<file path="src/rtl/txtrigger_gen.sv">
// txtrigger_gen: programmable transmit-trigger pulse-train generator.
// On start it captures the configuration, waits CKINI clocks, then emits
// pulses of width max(PWIDTH,1) every max(CKPER, PW+1) clocks, either a
// finite count (NPER) or continuously until abort/reset.
module txtrigger_gen #(
  parameter int unsigned CNT_W = 16,
  parameter int unsigned NP_W  = 8,
  parameter int unsigned PW_W  = 4
) (
  input  logic             clock,
  input  logic             reset,
  input  logic             start,
  input  logic             abort,
  input  logic             cont,
  input  logic [CNT_W-1:0] CKINI,
  input  logic [CNT_W-1:0] CKPER,
  input  logic [NP_W-1:0]  NPER,
  input  logic [PW_W-1:0]  PWIDTH,
  output logic             txtrigger,
  output logic             busy,
  output logic             done,
  output logic [NP_W-1:0]  pcount
);

  typedef enum logic [1:0] {StIdle, StDelay, StPulse, StGap} state_e;

  state_e state_q, state_d;

  // cnt_q counts the initial delay, then the period of the current pulse
  logic [CNT_W-1:0] cnt_q, cnt_d;
  logic [CNT_W-1:0] per_rld_q, per_rld_d;
  logic [PW_W-1:0]  pw_cnt_q, pw_cnt_d;
  logic [PW_W-1:0]  pw_rld_q, pw_rld_d;
  // Pulses still to issue after the current one (finite mode only)
  logic [NP_W-1:0]  np_cnt_q, np_cnt_d;
  logic             cont_q, cont_d;
  logic             txtrigger_d, busy_d, done_d;
  logic [NP_W-1:0]  pcount_d;

  logic [PW_W-1:0]  pw_eff;
  logic [CNT_W-1:0] pw_plus1;
  logic [CNT_W-1:0] per_eff;
  logic             start_ok;
  logic             empty_train;
  logic             pulse_end;
  logic             last_pulse;

  // Period is forced at least one clock longer than the pulse so a gap always exists
  assign pw_eff      = (PWIDTH == '0) ? PW_W'(1) : PWIDTH;
  assign pw_plus1    = CNT_W'(pw_eff) + CNT_W'(1);
  assign per_eff     = (CKPER >= pw_plus1) ? CKPER : pw_plus1;
  assign start_ok    = start & ~abort;
  assign empty_train = ~cont & (NPER == '0);
  assign pulse_end   = (pw_cnt_q == '0);
  assign last_pulse  = ~cont_q & (np_cnt_q == '0);

  // State register
  always_ff @(posedge clock or negedge reset) begin
    if (!reset) begin
      state_q <= StIdle;
    end else begin
      state_q <= state_d;
    end
  end

  // Next-state decode
  always_comb begin
    state_d = state_q;
    case (state_q)
      StIdle: begin
        if (start_ok && !empty_train) begin
          state_d = (CKINI == '0) ? StPulse : StDelay;
        end
      end
      StDelay: begin
        if (abort) begin
          state_d = StIdle;
        end else if (cnt_q == '0) begin
          state_d = StPulse;
        end
      end
      StPulse: begin
        if (abort) begin
          state_d = StIdle;
        end else if (pulse_end) begin
          state_d = last_pulse ? StIdle : StGap;
        end
      end
      StGap: begin
        if (abort) begin
          state_d = StIdle;
        end else if (cnt_q == '0) begin
          state_d = StPulse;
        end
      end
      default: state_d = StIdle;
    endcase
  end

  // Next values for counters, captured config and registered outputs
  always_comb begin
    cnt_d       = cnt_q;
    per_rld_d   = per_rld_q;
    pw_cnt_d    = pw_cnt_q;
    pw_rld_d    = pw_rld_q;
    np_cnt_d    = np_cnt_q;
    cont_d      = cont_q;
    pcount_d    = pcount;
    txtrigger_d = txtrigger;
    busy_d      = busy;
    done_d      = 1'b0;
    case (state_q)
      StIdle: begin
        if (start_ok) begin
          cont_d    = cont;
          per_rld_d = per_eff - CNT_W'(1);
          pw_rld_d  = pw_eff - PW_W'(1);
          np_cnt_d  = (NPER == '0) ? '0 : NPER - NP_W'(1);
          pcount_d  = '0;
          if (empty_train) begin
            done_d = 1'b1;
          end else begin
            busy_d = 1'b1;
            if (CKINI == '0) begin
              // Zero delay: first pulse rises together with busy
              txtrigger_d = 1'b1;
              pcount_d    = NP_W'(1);
              pw_cnt_d    = pw_eff - PW_W'(1);
              cnt_d       = per_eff - CNT_W'(1);
            end else begin
              cnt_d = CKINI - CNT_W'(1);
            end
          end
        end
      end
      StDelay, StGap: begin
        if (abort) begin
          txtrigger_d = 1'b0;
          busy_d      = 1'b0;
        end else if (cnt_q == '0) begin
          txtrigger_d = 1'b1;
          pcount_d    = pcount + NP_W'(1);
          pw_cnt_d    = pw_rld_q;
          cnt_d       = per_rld_q;
          if (state_q == StGap && !cont_q) begin
            np_cnt_d = np_cnt_q - NP_W'(1);
          end
        end else begin
          cnt_d = cnt_q - CNT_W'(1);
        end
      end
      StPulse: begin
        if (abort) begin
          txtrigger_d = 1'b0;
          busy_d      = 1'b0;
        end else begin
          cnt_d = cnt_q - CNT_W'(1);
          if (pulse_end) begin
            txtrigger_d = 1'b0;
            if (last_pulse) begin
              busy_d = 1'b0;
              done_d = 1'b1;
            end
          end else begin
            pw_cnt_d = pw_cnt_q - PW_W'(1);
          end
        end
      end
      default: ;
    endcase
  end

  // Datapath and output registers
  always_ff @(posedge clock or negedge reset) begin
    if (!reset) begin
      cnt_q     <= '0;
      per_rld_q <= '0;
      pw_cnt_q  <= '0;
      pw_rld_q  <= '0;
      np_cnt_q  <= '0;
      cont_q    <= 1'b0;
      pcount    <= '0;
      txtrigger <= 1'b0;
      busy      <= 1'b0;
      done      <= 1'b0;
    end else begin
      cnt_q     <= cnt_d;
      per_rld_q <= per_rld_d;
      pw_cnt_q  <= pw_cnt_d;
      pw_rld_q  <= pw_rld_d;
      np_cnt_q  <= np_cnt_d;
      cont_q    <= cont_d;
      pcount    <= pcount_d;
      txtrigger <= txtrigger_d;
      busy      <= busy_d;
      done      <= done_d;
    end
  end

endmodule

</file>
<file path="config.mk">
export PLATFORM = sky130hd
export DESIGN_NAME = txtrigger_gen
export DESIGN_NICKNAME = d
export VERILOG_FILES = /design/src/rtl/txtrigger_gen.sv
export SDC_FILE = /design/constraint.sdc
export NUM_CORES = 1
export LEC_CHECK = 0
export BUFFER_PORTS_ARGS = -buffer_cell sky130_fd_sc_hd__buf_4
export CORE_AREA = 2 2 107 109
export DETAILED_ROUTE_END_ITERATION = 8
export DIE_AREA = 0 0 109 111
export GPL_TIMING_DRIVEN = 0
export PLACE_DENSITY = 0.73
export SLEW_MARGIN = 0
export SYNTH_ARGS = -nofsm -noshare
export SYNTH_HDL_FRONTEND = slang
export SYNTH_SLANG_ARGS = --single-unit
</file>
<file path="constraint.sdc">
create_clock -name clock -period 2.55 [get_ports clock]
set_input_delay 0.51 -clock clock [delete_from_list [all_inputs] [get_ports clock]]
set_output_delay 0.51 -clock clock [all_outputs]
set_load 0.1 [all_outputs]
</file>
Word level (Yosys, flattened, before mapping):

Cells that the tools add are included.

* input port bits: 49
* output and inout port bits: 11
* RAM bits: 0
* register bits after elaboration: 62
* memories kept: 0
* logic and storage cells: 122
* latch bits: 0
* bits in read-only memories: 0

* bitwise logic cells: 6
* multiplexer cells: 58
* eq/ne operators: 16
* $lt $le $gt $ge: 1
* $add $sub $neg: 9
* multiply operators: 0
* shift operators: 0
* divide/modulo/power cells: 0
* reduce and logical (&&, ||, !) cells: 21

Operator list (count)
* $mux W16: 7
* $mux W8: 8
* $pmux W16 S3: 1
* $sub A16 B1 Y16 const B: 3
* $logic_not A16 Y1: 2
* $mux W4: 8
* $pmux W8 S2: 2
* $mux W1: 20
* $ge A16 B5 Y1: 1
* $logic_not A8 Y1: 2
* $sub A8 B1 Y8 const B: 2
* $reduce_and A5 Y1: 3
* $mux W2: 7
* $ne A2 B2 Y1 const B: 7
* $pmux W4 S3: 1
* $add A8 B1 Y8 const B: 1
* $logic_not A4 Y1: 2
* $reduce_and A4 Y1: 2
* $sub A4 B1 Y4 const B: 2
* $reduce_and A7 Y1: 1
* $ne A2 B1 Y1 const B: 3
* $ne A3 B3 Y1 const B: 2
* $pmux W1 S3: 2
* $pmux W2 S3: 1
* 14 further kinds: 21

Logic depth before layout (Yosys ltp):

* word-level depth: 10
* depth in mapped cells: 19
* mapped depth without buffers: 17

Least setup slack after synthesis:

OpenSTA, ideal clock, no wires.

* kind: input port to flip-flop
* start point: input PWIDTH[1]
* end point: register cnt_q[14]
* library setup time: 0.131 ns
* cell stages on the path: 18
* path slack: -1.474 ns
* required time: 2.419 ns
* data arrival time: 3.893 ns
* buffers on the path: 2
* path through: clkbuf_1 > nor3_1 > nor2_1 > ha_1 > inv_1 > ha_1 > and3_1 > a311oi_1 > nand2_1 > nor2_1 > buf_2 > mux2i_1 > ha_1 > nand2_1 > mux2_2 > nor4_1 > xnor2_1 > o21ai_0

* longest elaborated chain between the ends: 10

RTL lines
* start: declaration: line 18 `input logic [PW_W-1:0] PWIDTH,`
* $logic_not A4 Y1 (*): line 49 `assign pw_eff = (PWIDTH == '0) ? PW_W'(1) : PWIDTH;`
* $mux W4 (*): line 49
* $add A4 B1 Y5 (*): line 50 `assign pw_plus1 = CNT_W'(pw_eff) + CNT_W'(1);`
* named net pw_plus1[0]: line 41 `logic [CNT_W-1:0] pw_plus1;`
* $ge A16 B5 Y1: line 51 `assign per_eff = (CKPER >= pw_plus1) ? CKPER : pw_plus1;`
* $mux W16 (*): line 51
* $sub A16 B1 Y16 (*): line 129 `cnt_d = per_eff - CNT_W'(1);`
* $mux W16 (*): line 124 `if (CKINI == '0) begin`
* $mux W16 (*): line 120 `if (empty_train) begin`
* $mux W16 (*): line 114 `if (start_ok) begin`
* $pmux W16 S3 (*): line 112 `case (state_q)`
* end signal: assignment: line 187 `cnt_q <= cnt_d;`
* end: declaration: line 30 `logic [CNT_W-1:0] cnt_q, cnt_d;`

Mark *: on every way through the listed nets, which the timed path passes. The rest lies on a longest branch. The select of a mux whose other input is x is not followed.
A chain may end at the register's enable or synchronous reset.

Worst setup path in the final report:

* start point: input PWIDTH[2]
* end point: register per_rld_q[12]

* longest elaborated chain between the ends: 6

RTL lines
* $logic_not A4 Y1 (*): line 49
* $mux W4 (*): line 49
* $add A4 B1 Y5 (*): line 50
* named net pw_plus1[0]: line 41
* $ge A16 B5 Y1: line 51
* $mux W16 (*): line 51
* $sub A16 B1 Y16 (*): line 116 `per_rld_d = per_eff - CNT_W'(1);`
* end signal: assignment: line 188 `per_rld_q <= per_rld_d;`
* end: declaration: line 31 `logic [CNT_W-1:0] per_rld_q, per_rld_d;`

Mark *: on every way through the listed nets, which the timed path passes. The rest lies on a longest branch.

==> impl_metrics.py <==
metrics = {
    "synth": {
        "yosysSeqAreaShare_pct": 34.6,
        "synth-edff-count": 0,
        "synth_fp_nets": 617,
        "async_reset_ff_share_pct": 100,
        "synth_flop_cell": "dfrtp_1",
        "netlist_area_um2": 4490,
        "synth_cell_type_count": 64,
        "avgSynthCellArea_um2": 8.10,
        "syn_inst": 554,
        "ys_ff_latch": 62,
        "ys_warn_count": 0,
    },
    "die": {
        "fp.dieW_um": 109,
        "fp.coreArea_um2": 11100,
        "floorplan.initialDensity_pct": 40.5,
        "rows": 39,
        "die_h_um": 111,
        "ioPinCount": 60,
        "die_area_um2": 12100,
    },
    "pwr": {
        "p_clk_share_pct": 20.2,
        "p_total_uw": 5510,
        "intPower_uw": 3100,
        "p_per_area_nw_per_um2": 894,
        "swShare_pct": 43.8,
        "p_switching_uw": 2410,
        "combinationalPowerShare_pct": 46.1,
        "cellLeakagePower_uw": 0.00251,
        "pwr-share-seq_pct": 33.6,
        "ir_drop_mv": 0.552,
    },
    "critical_path": {
        "rrSetupSlack_ps": -10,
        "regToRegEndpoint": "cnt_q[3]",
        "crit_required_ps": 2810,
        "critical_path.most_common_cell": "ha_4",
        "critPathKind": "in -> reg",
        "critPathLaunch": "PWIDTH[2]",
        "crit_buf_inv": 4,
        "r2r_cells": 9,
        "cp-start-kind": "input port",
        "critPathMaxStageDelay_ps": 330,
        "arrival_ps": 3680,
        "crit_path_top_delay_cell": "mux2_4",
        "worstSetupEndpointType": "register",
        "r2r-start": "cnt_q[11]",
        "crit_end": "per_rld_q[12]",
        "path_cells": "buf_12 -> nor3_4 -> nor2_4 -> ha_4 -> inv_4 -> ha_4 -> and3_4 -> a311oi_2 -> nand2_1 -> nor2_4 -> buf_8 -> mux2i_4 -> ha_4 -> nand2_2 -> mux2_4 -> buf_6 -> nor3_4 -> o21ai_1 -> nand2_1",
        "cp.depth": 19,
        "path_max_fanout": 7,
        "crit_family": "simple AND/OR/NAND/NOR gates",
    },
    "timing": {
        "setup_tns_ps": -14530,
        "hold_viol": 0,
        "layout_min_cycle_time_ps": 3420,
        "slew_headroom_pct": 39.7,
        "timing.hold.ws_ps": 266,
        "rsz0062_at_grt": "yes",
        "setup_viol": 32,
        "setup_ws_ps": -866,
        "worstMarginPinSlew_ps": 896,
        "clock.fmax_mhz": 293,
        "timing.final.max_slew_violations": 0,
        "skew_ps": 7.48,
        "post-route-period-util_pct": 134,
    },
    "clock_network": {
        "h-tree-depth": 3,
        "cts.sinks": 62,
        "cts_tree": "done",
        "clock_path_buffers": 2,
        "numCtsBuffers": 9,
        "ctsHoldBuffers": 0,
        "clkTransAtPathRegs_ps": 50,
        "clkLatencyLatePin_ps": 330,
        "root_buffer": "clkbuf_16",
    },
    "detailed_routing": {
        "drc": 0,
        "vias": 4608,
        "totalWireLength_um": 13800,
        "postRouteAntennaNets": 0,
        "wl_per_cell_um": 17.0,
        "vias_per_cell": 5.69,
        "drtIter0Drc": 430,
        "firstDrtPassIters": 5,
    },
    "grt": {
        "grtUsageTotal_pct": 22.8,
        "overflow": 0,
        "grt_max_degree": 63,
        "grt_pass1_vias": 4481,
        "grt_pass1_wl_um": 22000,
        "antenna_found_initial": 0,
    },
    "outcome": {
        "outcome": "complete, but fails checks",
        "violations": "negative setup slack",
    },
    "layout": {
        "design_area_um2": 6160,
        "layout_common_cells": "buf_4 (95), nand2_1 (72), dfrtp_1 (59)",
        "mostFrequentLayoutCell": "buf_4",
        "final_layout_size_suffix_gt1_share_pct": 28.5,
        "nNetsFinal": 726,
        "syn_to_final_growth_pct": 37.2,
        "n_antenna_cell": 0,
    },
    "placement": {
        "portBuffers": 57,
        "dp_hpwl_um": 9510,
        "placed_cell_area_um2": 5190,
        "place_congestion": 0.980,
    },
    "min_path": {
        "hold_path.class": "in -> async",
    },
    "flow_run": {
        "max_cap_viol_count": 0,
    },
}
worst reg2reg max path: cells and delay by family, from the launching register on:
family | cells | cell delay, ps
AOI/OAI and AO/OA | 2 | 270
and+or+nand+nor | 6 | 1350
buffers and inverters | 1 | 430
DFF | 1 | 410
kinds of logic (layout without fill, tap and decap cells):
logic type | after synthesis | count (layout) | share of synthesized area [%]
XOR/XNOR | 47 | 47 | 9.17
adder cells (fa/ha/maj) | 14 | 14 | 3.90
AND/OR/NAND/NOR | 224 | 225 | 25.1
multiplexers | 8 | 8 | 1.84
buffers and inverters | 41 | 153 | 4.13
flip-flops | 62 | 62 | 34.6
AO/OA/AOI/OAI | 158 | 158 | 21.3
layout make-up:
cell class	instances	area [um2]
clock buffer	14	264
clock inverter	1	5.00
tap	143	179
fill	944	4920
timing repair buffer	100	782
buffer	21	143
sequential	62	1560
inverter	17	66.3
multi-input combinational	452	3160
state kept, by name (all words and copies together), names as in the netlist:
signal,flops
pcount,8
pw_cnt_q,4
pw_rld_q,4
state_q,2
per_rld_q,16
np_cnt_q,8
cnt_q,16
busy,1
done,1
txtrigger,1
cont_q,1
how the worst min path moves through the flow:
| stage | from | end | slack (ps) | depth (start not counted) |
|---|---|---|---|---|
| after CTS | reset | np_cnt_q[0] | 300 | 1 |
| after detailed placement | per_rld_q[0] | per_rld_q[0] | 470 | 2 |
| after global routing | reset | np_cnt_q[0] | 330 | 1 |
| after floorplan | reset | busy | 210 | 0 |
| final | reset | np_cnt_q[0] | 270 | 1 |
| after global placement | pw_rld_q[2] | pw_rld_q[2] | 460 | 2 |
stage by stage:
| step | cells | utilization [%] | setup slack (ps) |
|---|---|---|---|
| floorplan | 554 | - | -1070 |
| CTS | 792 | 53.0 | -835 |
| detailed placement | 754 | 46.9 | -1560 |
| global route | 810 | 55.6 | -1030 |
| global placement | 754 | 46.9 | -1550 |
| finish | 810 | 55.6 | -866 |
layer usage:
metal | share of wire (%) | GRT usage (%)
met5 | 0 | 0
met4 | 1.8 | 8.29
met3 | 7.0 | 3.06
met2 | 47 | 34.8
met1 | 44 | 32.9
cells in the mapped netlist, drive strengths merged (3+ instances only):
| cell | n | area [um2] |
|---|---|---|
| o31ai | 4 | 35.0 |
| nand2 | 76 | 285 |
| nor2b | 5 | 31.3 |
| o211ai | 8 | 60.1 |
| dfrtp | 62 | 1550 |
| o21ai | 65 | 325 |
| nand4 | 4 | 25.0 |
| nor2 | 50 | 190 |
| nor4b | 3 | 41.3 |
| o221ai | 3 | 26.3 |
| nor4 | 9 | 77.6 |
| xnor2 | 26 | 228 |
| a221o | 3 | 30.0 |
| nor3b | 3 | 22.5 |
| clkbuf | 17 | 63.8 |
| buf | 7 | 57.6 |
| a22oi | 9 | 67.6 |
| nor3 | 37 | 190 |
| nand2b | 6 | 37.5 |
| or4 | 6 | 48.8 |
| or2 | 3 | 18.8 |
| xor2 | 21 | 184 |
| a21o | 3 | 22.5 |
| nand3 | 6 | 35.0 |
| inv | 17 | 63.8 |
| ha | 14 | 175 |
| or3 | 9 | 66.3 |
| a21oi | 39 | 199 |
| o22ai | 6 | 37.5 |
| mux2i | 6 | 60.1 |
what timing repair did:
item	CTS	global route
resized for setup	51	43
buffers inserted	25	18
setup endpoints to repair	42	44
pin swaps	24	28
gates cloned	1	0
power by group through the flow:
stage	Combinational (uW)	Clock (uW)	Sequential (uW)
after global routing	2800	1170	1910
after floorplan	1500	0	1900
final	2540	1110	1850
after global placement	2200	0	1800
after CTS	2400	1120	1830
after detailed placement	2250	0	1820
Power figures use the tool's default switching activity.
